==> config.mk <==
export PLATFORM = sky130hd
export DESIGN_NAME = hex_digit_scheduler
export DESIGN_NICKNAME = d
export VERILOG_FILES = /design/src/rtl/hex_pkg.sv /design/src/rtl/seg7_decode.sv /design/src/rtl/hex_digit_scheduler.sv
export SDC_FILE = /design/constraint.sdc
export NUM_CORES = 1
export LEC_CHECK = 0
export BUFFER_PORTS_ARGS = -buffer_cell sky130_fd_sc_hd__buf_4
export CAP_MARGIN = 5
export CORE_MARGIN = 8
export CORE_UTILIZATION = 50
export CTS_CLUSTER_SIZE = 12
export DETAILED_ROUTE_END_ITERATION = 8
export PLACE_DENSITY = 0.74
export SLEW_MARGIN = 20
export SYNTH_ARGS = -nofsm -noshare
export SYNTH_HDL_FRONTEND = slang
export SYNTH_HIERARCHICAL = 1
export SYNTH_SLANG_ARGS = --single-unit
==> constraint.sdc <==
create_clock -name clk -period 4.5 [get_ports clk]
set_clock_uncertainty 0.1 [all_clocks]
set_input_delay 0.45 -clock clk [delete_from_list [all_inputs] [get_ports clk]]
set_output_delay 0.45 -clock clk [all_outputs]
set_load 0.005 [all_outputs]
==> src/rtl/hex_pkg.sv <==
// Shared types and segment constants for the time-shared 7-segment digit scheduler.
// Segment words are active-low, bit 6 = g ... bit 0 = a.
package hex_pkg;

  typedef enum logic [1:0] {
    IDLE = 2'd0,
    SHOW = 2'd1,
    GAP  = 2'd2
  } state_t;

  localparam int unsigned SEG_W = 7;

  localparam logic [SEG_W-1:0] SEG_BLANK = 7'b1111111;
  localparam logic [SEG_W-1:0] SEG_ZERO  = 7'b1000000;

  // Hex digit 0..F to active-low segment pattern
  localparam logic [SEG_W-1:0] SEG_LUT [16] = '{
    7'b1000000, 7'b1111001, 7'b0100100, 7'b0110000,
    7'b0011001, 7'b0010010, 7'b0000010, 7'b1111000,
    7'b0000000, 7'b0010000, 7'b0001000, 7'b0000011,
    7'b1000110, 7'b0100001, 7'b0000110, 7'b0001110
  };

endpackage

==> src/rtl/seg7_decode.sv <==
// Combinational hex nibble to active-low 7-segment decoder.
module seg7_decode
  import hex_pkg::*;
(
  input  logic [3:0]       digit,
  output logic [SEG_W-1:0] seg_c
);

  always_comb begin
    seg_c = SEG_LUT[digit];
  end

endmodule

==> src/rtl/hex_digit_scheduler.sv <==
// Round-robin time-sharing of one 7-segment digit between NREQ requesters.
// Each grant shows the latched nibble for HOLD_CYCLES clocks, then blanks for GAP_CYCLES.
module hex_digit_scheduler
  import hex_pkg::*;
#(
  parameter int unsigned NREQ        = 4,
  parameter int unsigned HOLD_CYCLES = 8,
  parameter int unsigned GAP_CYCLES  = 1
) (
  input  logic                     clk,
  input  logic                     reset,
  input  logic [NREQ-1:0]          req,
  input  logic [4*NREQ-1:0]        val,
  output logic [NREQ-1:0]          grant,
  output logic                     done,
  output logic                     busy,
  output logic [$clog2(NREQ)-1:0]  owner_id,
  output logic [SEG_W-1:0]         hex
);

  localparam int unsigned OW   = $clog2(NREQ);
  localparam int unsigned CMAX = (HOLD_CYCLES > GAP_CYCLES) ? HOLD_CYCLES : GAP_CYCLES;
  localparam int unsigned CW   = (CMAX > 1) ? $clog2(CMAX) : 1;

  localparam logic [CW-1:0] HOLD_LOAD = CW'(HOLD_CYCLES - 1);
  localparam logic [CW-1:0] GAP_LOAD  = CW'(GAP_CYCLES - 1);
  localparam logic [OW-1:0] LAST_IDX  = OW'(NREQ - 1);

  state_t            state_q, state_d;
  logic [CW-1:0]     cnt_q, cnt_d;
  logic [OW-1:0]     rr_q, rr_d;
  logic [OW-1:0]     owner_d;
  logic [3:0]        digit_q, digit_d;
  logic [NREQ-1:0]   grant_d;
  logic              done_d, busy_d, start;
  logic [SEG_W-1:0]  hex_d, seg_c;
  logic              any_req;
  logic [OW-1:0]     win_c;
  int unsigned       idx;

  // Round-robin pick: scan from rr_q upward; descending loop lets the earliest hit win
  always_comb begin
    win_c   = rr_q;
    any_req = 1'b0;
    idx     = 0;
    for (int k = NREQ - 1; k >= 0; k--) begin
      idx = (32'(rr_q) + 32'(k)) % NREQ;
      if (req[idx]) begin
        win_c   = OW'(idx);
        any_req = 1'b1;
      end
    end
  end

  // Decode the value about to be latched so hex changes on the grant edge itself
  seg7_decode u_seg7_decode (
    .digit (digit_d),
    .seg_c (seg_c)
  );

  // Next state, counter, arbitration bookkeeping and next output values
  always_comb begin
    state_d = state_q;
    cnt_d   = cnt_q;
    rr_d    = rr_q;
    owner_d = owner_id;
    digit_d = digit_q;
    start   = 1'b0;
    grant_d = '0;
    done_d  = 1'b0;
    busy_d  = 1'b0;
    hex_d   = SEG_ZERO;

    case (state_q)
      IDLE: begin
        if (any_req) start = 1'b1;
      end
      SHOW: begin
        if (cnt_q == '0) begin
          state_d = GAP;
          cnt_d   = GAP_LOAD;
        end else begin
          cnt_d = cnt_q - 1'b1;
        end
      end
      GAP: begin
        if (cnt_q == '0) begin
          if (any_req) start = 1'b1;
          else         state_d = IDLE;
        end else begin
          cnt_d = cnt_q - 1'b1;
        end
      end
      default: state_d = IDLE;
    endcase

    if (start) begin
      state_d = SHOW;
      cnt_d   = HOLD_LOAD;
      owner_d = win_c;
      rr_d    = (win_c == LAST_IDX) ? '0 : win_c + 1'b1;
      digit_d = val[4*win_c +: 4];
    end

    busy_d = (state_d != IDLE);
    case (state_d)
      SHOW: begin
        grant_d[owner_d] = 1'b1;
        done_d           = (cnt_d == '0);
        hex_d            = seg_c;
      end
      GAP:     hex_d = SEG_BLANK;
      default: hex_d = SEG_ZERO;
    endcase
  end

  always_ff @(posedge clk) begin
    if (reset) begin
      state_q  <= IDLE;
      cnt_q    <= '0;
      rr_q     <= '0;
      digit_q  <= '0;
      owner_id <= '0;
      grant    <= '0;
      done     <= 1'b0;
      busy     <= 1'b0;
      hex      <= SEG_ZERO;
    end else begin
      state_q  <= state_d;
      cnt_q    <= cnt_d;
      rr_q     <= rr_d;
      digit_q  <= digit_d;
      owner_id <= owner_d;
      grant    <= grant_d;
      done     <= done_d;
      busy     <= busy_d;
      hex      <= hex_d;
    end
  end

endmodule

# ---- Word level (Yosys, flattened, before mapping)
# Memory sizes are Yosys's and may differ from the RTL's.
# Cells that the tools add are included.
dict set report op_classes {
  mux 36
  add_sub_neg 5
  multipliers 0
  n_eq_ne 5
  bitwise_logic 2
  reduce_logical 6
  div_mod_pow 0
  n_shift 1
  magnitude_cmp 7
}
# op count
set op_table {}
lappend op_table {{two-way mux 2 bit} 10}
lappend op_table {{variable part select 16 x 5 -> 4 bit} 1}
lappend op_table {{less-than comparator 2 x 3 -> 1 bit (second input constant)} 5}
lappend op_table {{two-way mux 7 bit} 2}
lappend op_table {{one-hot mux 7 bit (2 select lines)} 1}
lappend op_table {{two-way mux 1 bit} 11}
lappend op_table {{two-way mux 3 bit} 3}
lappend op_table {{binary-select mux 1 bit (select 2 bit)} 4}
lappend op_table {{== test 2 bit (second input constant)} 3}
lappend op_table {{logical NOT 3 bit} 2}
lappend op_table {{one-hot mux 2 bit (3 select lines)} 1}
lappend op_table {{one-hot mux 3 bit (2 select lines)} 1}
lappend op_table {{>= comparator 5 bit (second input constant)} 1}
lappend op_table {{inverter 4 -> 5 bit} 1}
lappend op_table {{adder 2 x 1 -> 2 bit (second input constant)} 2}
lappend op_table {{adder 2 bit (second input constant)} 2}
lappend op_table {{== test 2 x 1 -> 1 bit (second input constant)} 2}
lappend op_table {{two-way mux 4 bit} 1}
lappend op_table {{subtractor 3 x 1 -> 3 bit (second input constant)} 1}
lappend op_table {{demux 1 bit (select 2 bit)} 1}
lappend op_table {{>= comparator 2 x 1 -> 1 bit (second input constant)} 1}
lappend op_table {{logical NOT 2 bit} 1}
lappend op_table {{one-hot mux 1 bit (2 select lines)} 1}
lappend op_table {{nonzero test 2 bit} 1}
lappend op_table {{3 further kinds} 3}
dict set report totals {
  n_memories 1
  inputBits 22
  latch_bits 0
  mem_bits_rw 0
  romBits 112
  register_bits 26
  out_inout_bits 15
  elab_cells 72
}
# memory depth width read_ports rd_clocked_by_memory_dff write_ports line
set mem_list {}
lappend mem_list {{(no name shown)} 16 7 1 0 0 seg7_decode.sv:10} ;# seg_c = SEG_LUT[digit];

# ---- Logic depth before layout (Yosys ltp)
dict set report depth {
  word_depth 16
  mapped_depth 15
  mapped_depth_nobuf 14
}

# ---- Modules after synthesis
# Netlist, hierarchy kept.
# mod n_inst area_per_inst_um2 seq_area_each_um2 cells_per_inst
set by_module_without_submodules {}
lappend by_module_without_submodules {hex_digit_scheduler 1 1417.6 520.5 168}
lappend by_module_without_submodules {seg7_decode 1 262.8 0.0 31}

# ---- Worst setup path after synthesis
# OpenSTA, ideal clock, no wires.
dict set report synth_path {
  path_type {reg2reg}
  start {register cnt_q[0]}
  end {register hex[3]}
  slack_ns 1.420
  period_less_slack_ns 3.080
  path_buffers 1
  required_time_ns 4.280
  setup_ns 0.120
  arrival_time_ns 2.860
  path_stages_with_launch 15
  cell_sequence {dfxtp_1 -> inv_1 -> ha_1 -> nor2b_1 -> and2_1 -> o21a_1 -> buf_2 -> nand2_1 -> o221ai_1 -> inv_1 -> ha_1 -> inv_1 -> mux4_1 -> a21oi_1 -> nor2_1}
}
dict set report synth_between {
  elab_chain_len 9
  word_cells_on_any_way 15
  classes_between {eq/ne (2); mux (10); bitwise (1); reduce/logical (1); memory (1)}
}
# element line
set synth_rtl {}
lappend synth_rtl {{start, declared} hex_digit_scheduler.sv:30} ;# logic [CW-1:0] cnt_q, cnt_d;
lappend synth_rtl {{start signal, assigned} hex_digit_scheduler.sv:130} ;# cnt_q <= cnt_d;
lappend synth_rtl {{logical NOT 3 bit} hex_digit_scheduler.sv:87} ;# if (cnt_q == '0) begin
lappend synth_rtl {{two-way mux 1 bit} hex_digit_scheduler.sv:87}
lappend synth_rtl {{one-hot mux 1 bit (2 select lines)} hex_digit_scheduler.sv:74} ;# case (state_q)
lappend synth_rtl {{two-way mux 4 bit} hex_digit_scheduler.sv:97} ;# if (start) begin
lappend synth_rtl {{named net digit_d[0]} hex_digit_scheduler.sv:33} ;# logic [3:0] digit_q, digit_d;
lappend synth_rtl {{inverter 4 -> 5 bit (not written as such)} seg7_decode.sv:10}
lappend synth_rtl {{memory read (16 x 7 bit)} --}
lappend synth_rtl {{two-way mux 7 bit (not written as such) (2 in a row)} seg7_decode.sv:10}
lappend synth_rtl {{named net seg_c[3]} hex_digit_scheduler.sv:36} ;# logic [SEG_W-1:0] hex_d, seg_c;
lappend synth_rtl {{one-hot mux 7 bit (2 select lines)} hex_digit_scheduler.sv:106} ;# case (state_d)
lappend synth_rtl {{end signal, assigned} hex_digit_scheduler.sv:127} ;# hex <= SEG_ZERO;
lappend synth_rtl {{end signal, assigned} hex_digit_scheduler.sv:137} ;# hex <= hex_d;
lappend synth_rtl {{end, declared} hex_digit_scheduler.sv:18} ;# output logic [SEG_W-1:0] hex
# The timed path passes the listed nets, and every way through them passes these cells. The select of a mux whose other input is x is not followed.
# A chain may end at the register's enable or synchronous reset.

# ---- Worst setup path after layout
# Ends and elaborated chain as after synthesis.

==> impl_metrics.toml <==
[critical_path]
r2r_end = "hex[3]$_SDFF_PP0_"
start_kind = "flop"
arrival_ps = 3700
ff2ff_setup_slack_ps = 930
required_ps = 4630
endpoint_kind = "flop"
worstRegToRegCells = 13
path_class = "flop to flop"
critPathMaxFanout = 13
r2r-start = "cnt_q[0]$_SDFF_PP0_"

[synthesis]
ys_seq_area_share_pct = 31.0
synth_cell_types = 38
synth_nets = 238
synth_area_leaders = "dfxtp_1, ha_1, mux2i_1"
yosysWarnings = 6
synthCells = 199
async_flop_share_pct = 0
synth_edf_count = 0
synth_seq_cells = 26
synthesis.area_sq_um = 1680
synth_area_leader_cell = "dfxtp_1"
syn_area_per_cell_sq_um = 8.44
synth_top_area_share_pct = 31.0
dominantRegCellSynth = "dfxtp_1"

[min_path]
hold_path_class = "input port to flop"
holdPathEnd = "busy$_SDFF_PP0_"
min_path_cells = 2
min_from = "reset"

[placed_design]
place_area_sq_um = 1980
pre_cts_ws_ps = 953
port_buffers = 36
gp_congestion = 0.900
dp_hpwl_um = 2940

[pwr]
power_uw = 740
p_leak_nw = 0.914
peakVddDrop_uv = 178
power_density_nw_per_um2 = 368

[routing]
vias_per_cell = 5.40
wl_um = 3590
wl_per_cell_um = 12.8
drtIter0Drc = 65
vias = 1513
ant_nets = 0
dr.pass1.iters = 4
drc_errors = 0

[cells_and_area]
diodes = 0
drive_gt1_share_pct = 19.2
fillers = 311
areaGrowthSynthToFinish_pct = 19.7
postLayoutCellArea_sq_um = 2010
fin_nets = 274
final_common_cell = "buf_4"
layout_common_cells = "buf_4, dfxtp_1, nor2_1"

[sta]
setup_tns_ps = 0
relSlewSlack_pct = 53.2
drv_slew = 0
hold_ws_ps = 246
worst_pin_slew_ps = 702
max_freq_mhz = 280
fin_crit_ps = 3570
worst_slack_ps = 930
period_share_pct = 79.3
finalSetupViolCount = 0
rsz0062_at_grt = "false"
hold_viol_final = 0

[global_route]
grt-busiest-layer = "met2"
grt_overflow = 0
grt_max_degree = 18
met2_usage_pct = 25.9
antenna_found_initial = 0
use_met3_pct = 3.77
grt_pass1_wl_um = 6480
grtUsageMet1_pct = 16.1
first_global_vias = 1535
grtUsageTotal_pct = 14.5

[clocking]
clk_latency_ps = 320
clock_path_buffers = 2
cts_inserted_buffers = 3
path_clk_slew_ps = 140
clock-root-buffer = "clkbuf_4"
cts.sinks = 26
hold_buffers = 0
htree_levels = 1
cts_resized = 0
cts_tree = "done"
cts_setup_buffers = 0

[floorplan]
core_area_sq_um = 3280
rows = 21
start_util_pct = 51.2
die_h_um = 74.0
die_w_um = 74.0
dieArea_sq_um = 5470
io_pins = 37

[flow_run]
maxCapViolCount = 0

[outcome]
outcome = "completed"
-- worst max-delay path, stage by stage (launching register included) --
cell and delay (ps):
dfxtp_1 330, inv_1 100, ha_1 180, nor2b_1 230
and2_1 190, o21a_1 360, nand2_1 220, o221ai_1 470
inv_1 210, ha_1 370, inv_1 40, mux4_1 470
a21oi_1 160, nor2_1 50
-- sequential cells by signal, summed over array words and instances (netlist names) --
| signal | flops |
|---|---|
| digit_q | 4 |
| done | 1 |
| cnt_q | 3 |
| state_q | 2 |
| busy | 1 |
| grant | 4 |
| owner_id | 2 |
| hex | 7 |
| rr_q | 2 |
-- cell families after synthesis --
group,after synthesis,share of synthesized area [%]
simple gates,65,19.2
mux,15,9.90
fa+ha+maj,17,12.7
flops,26,31.0
compound gates,53,20.8
xor+xnor,1,0.521
buf+inv,22,5.96
-- cell usage after synthesis (2+ instances only) --
cell       n
nand3b_1   2
clkbuf_1   2
nand2b_1   4
a211o_1    2
nand3_1   10
dfxtp_1   26
nor2b_1    5
or3_1      6
a21oi_1   17
nor2_1    18
inv_1     14
o211a_1    2
mux2i_1   14
buf_6      2
o221ai_1   8
nand2_1   15
o211ai_1   3
buf_2      2
ha_1      17
o22ai_1    2
o21ai_0   11
-- worst max path at each step --
| stage | from | end | slack [ps] | cells after the start |
|---|---|---|---|---|
| finish | cnt_q[0]$_SDFF_PP0_ | hex[3]$_SDFF_PP0_ | 930 | 13 |
| detailed placement | cnt_q[1]$_SDFF_PP0_ | hex[3]$_SDFF_PP0_ | 950 | 13 |
| global placement | cnt_q[0]$_SDFF_PP0_ | hex[3]$_SDFF_PP0_ | 1110 | 13 |
| floorplan | cnt_q[0]$_SDFF_PP0_ | hex[3]$_SDFF_PP0_ | 1420 | 14 |
| CTS | cnt_q[0]$_SDFF_PP0_ | hex[3]$_SDFF_PP0_ | 930 | 13 |
| global route | cnt_q[0]$_SDFF_PP0_ | hex[3]$_SDFF_PP0_ | 540 | 13 |
-- report_power, final --
group | internal [mW] | switching, mW | total (mW)
logic | 0.156 | 0.182 | 0.338
clock network | 0.0495 | 0.0702 | 0.120
registers | 0.263 | 0.0189 | 0.282
total | 0.469 | 0.271 | 0.740
-- metal layers --
metal  part of all wire, %  vias to the layer above
li1                      -                      780
met1                    46                      708
met2                    50                       21
met3                   4.0                        4
met4                  0.84                        0
met5                     0                        -
-- final cells by class --
class                           count  area (sq um)  area share, %
Inverter                           16          60.1           2.99
Timing Repair Buffer               37           278           13.8
Sequential cell                    26           520           25.9
Tap cell                           46          57.6           2.86
Clock buffer                        4          36.3           1.80
Multi-Input combinational cell    151          1060           52.7
-- stage by stage --
stage	util [%]	instances
floorplan	-	199
global placement	60.2	276
detailed placement	60.2	276
CTS	61.3	280
global route	61.3	280
finish	61.3	280
Note: power is estimated with default switching activity, not from simulation.
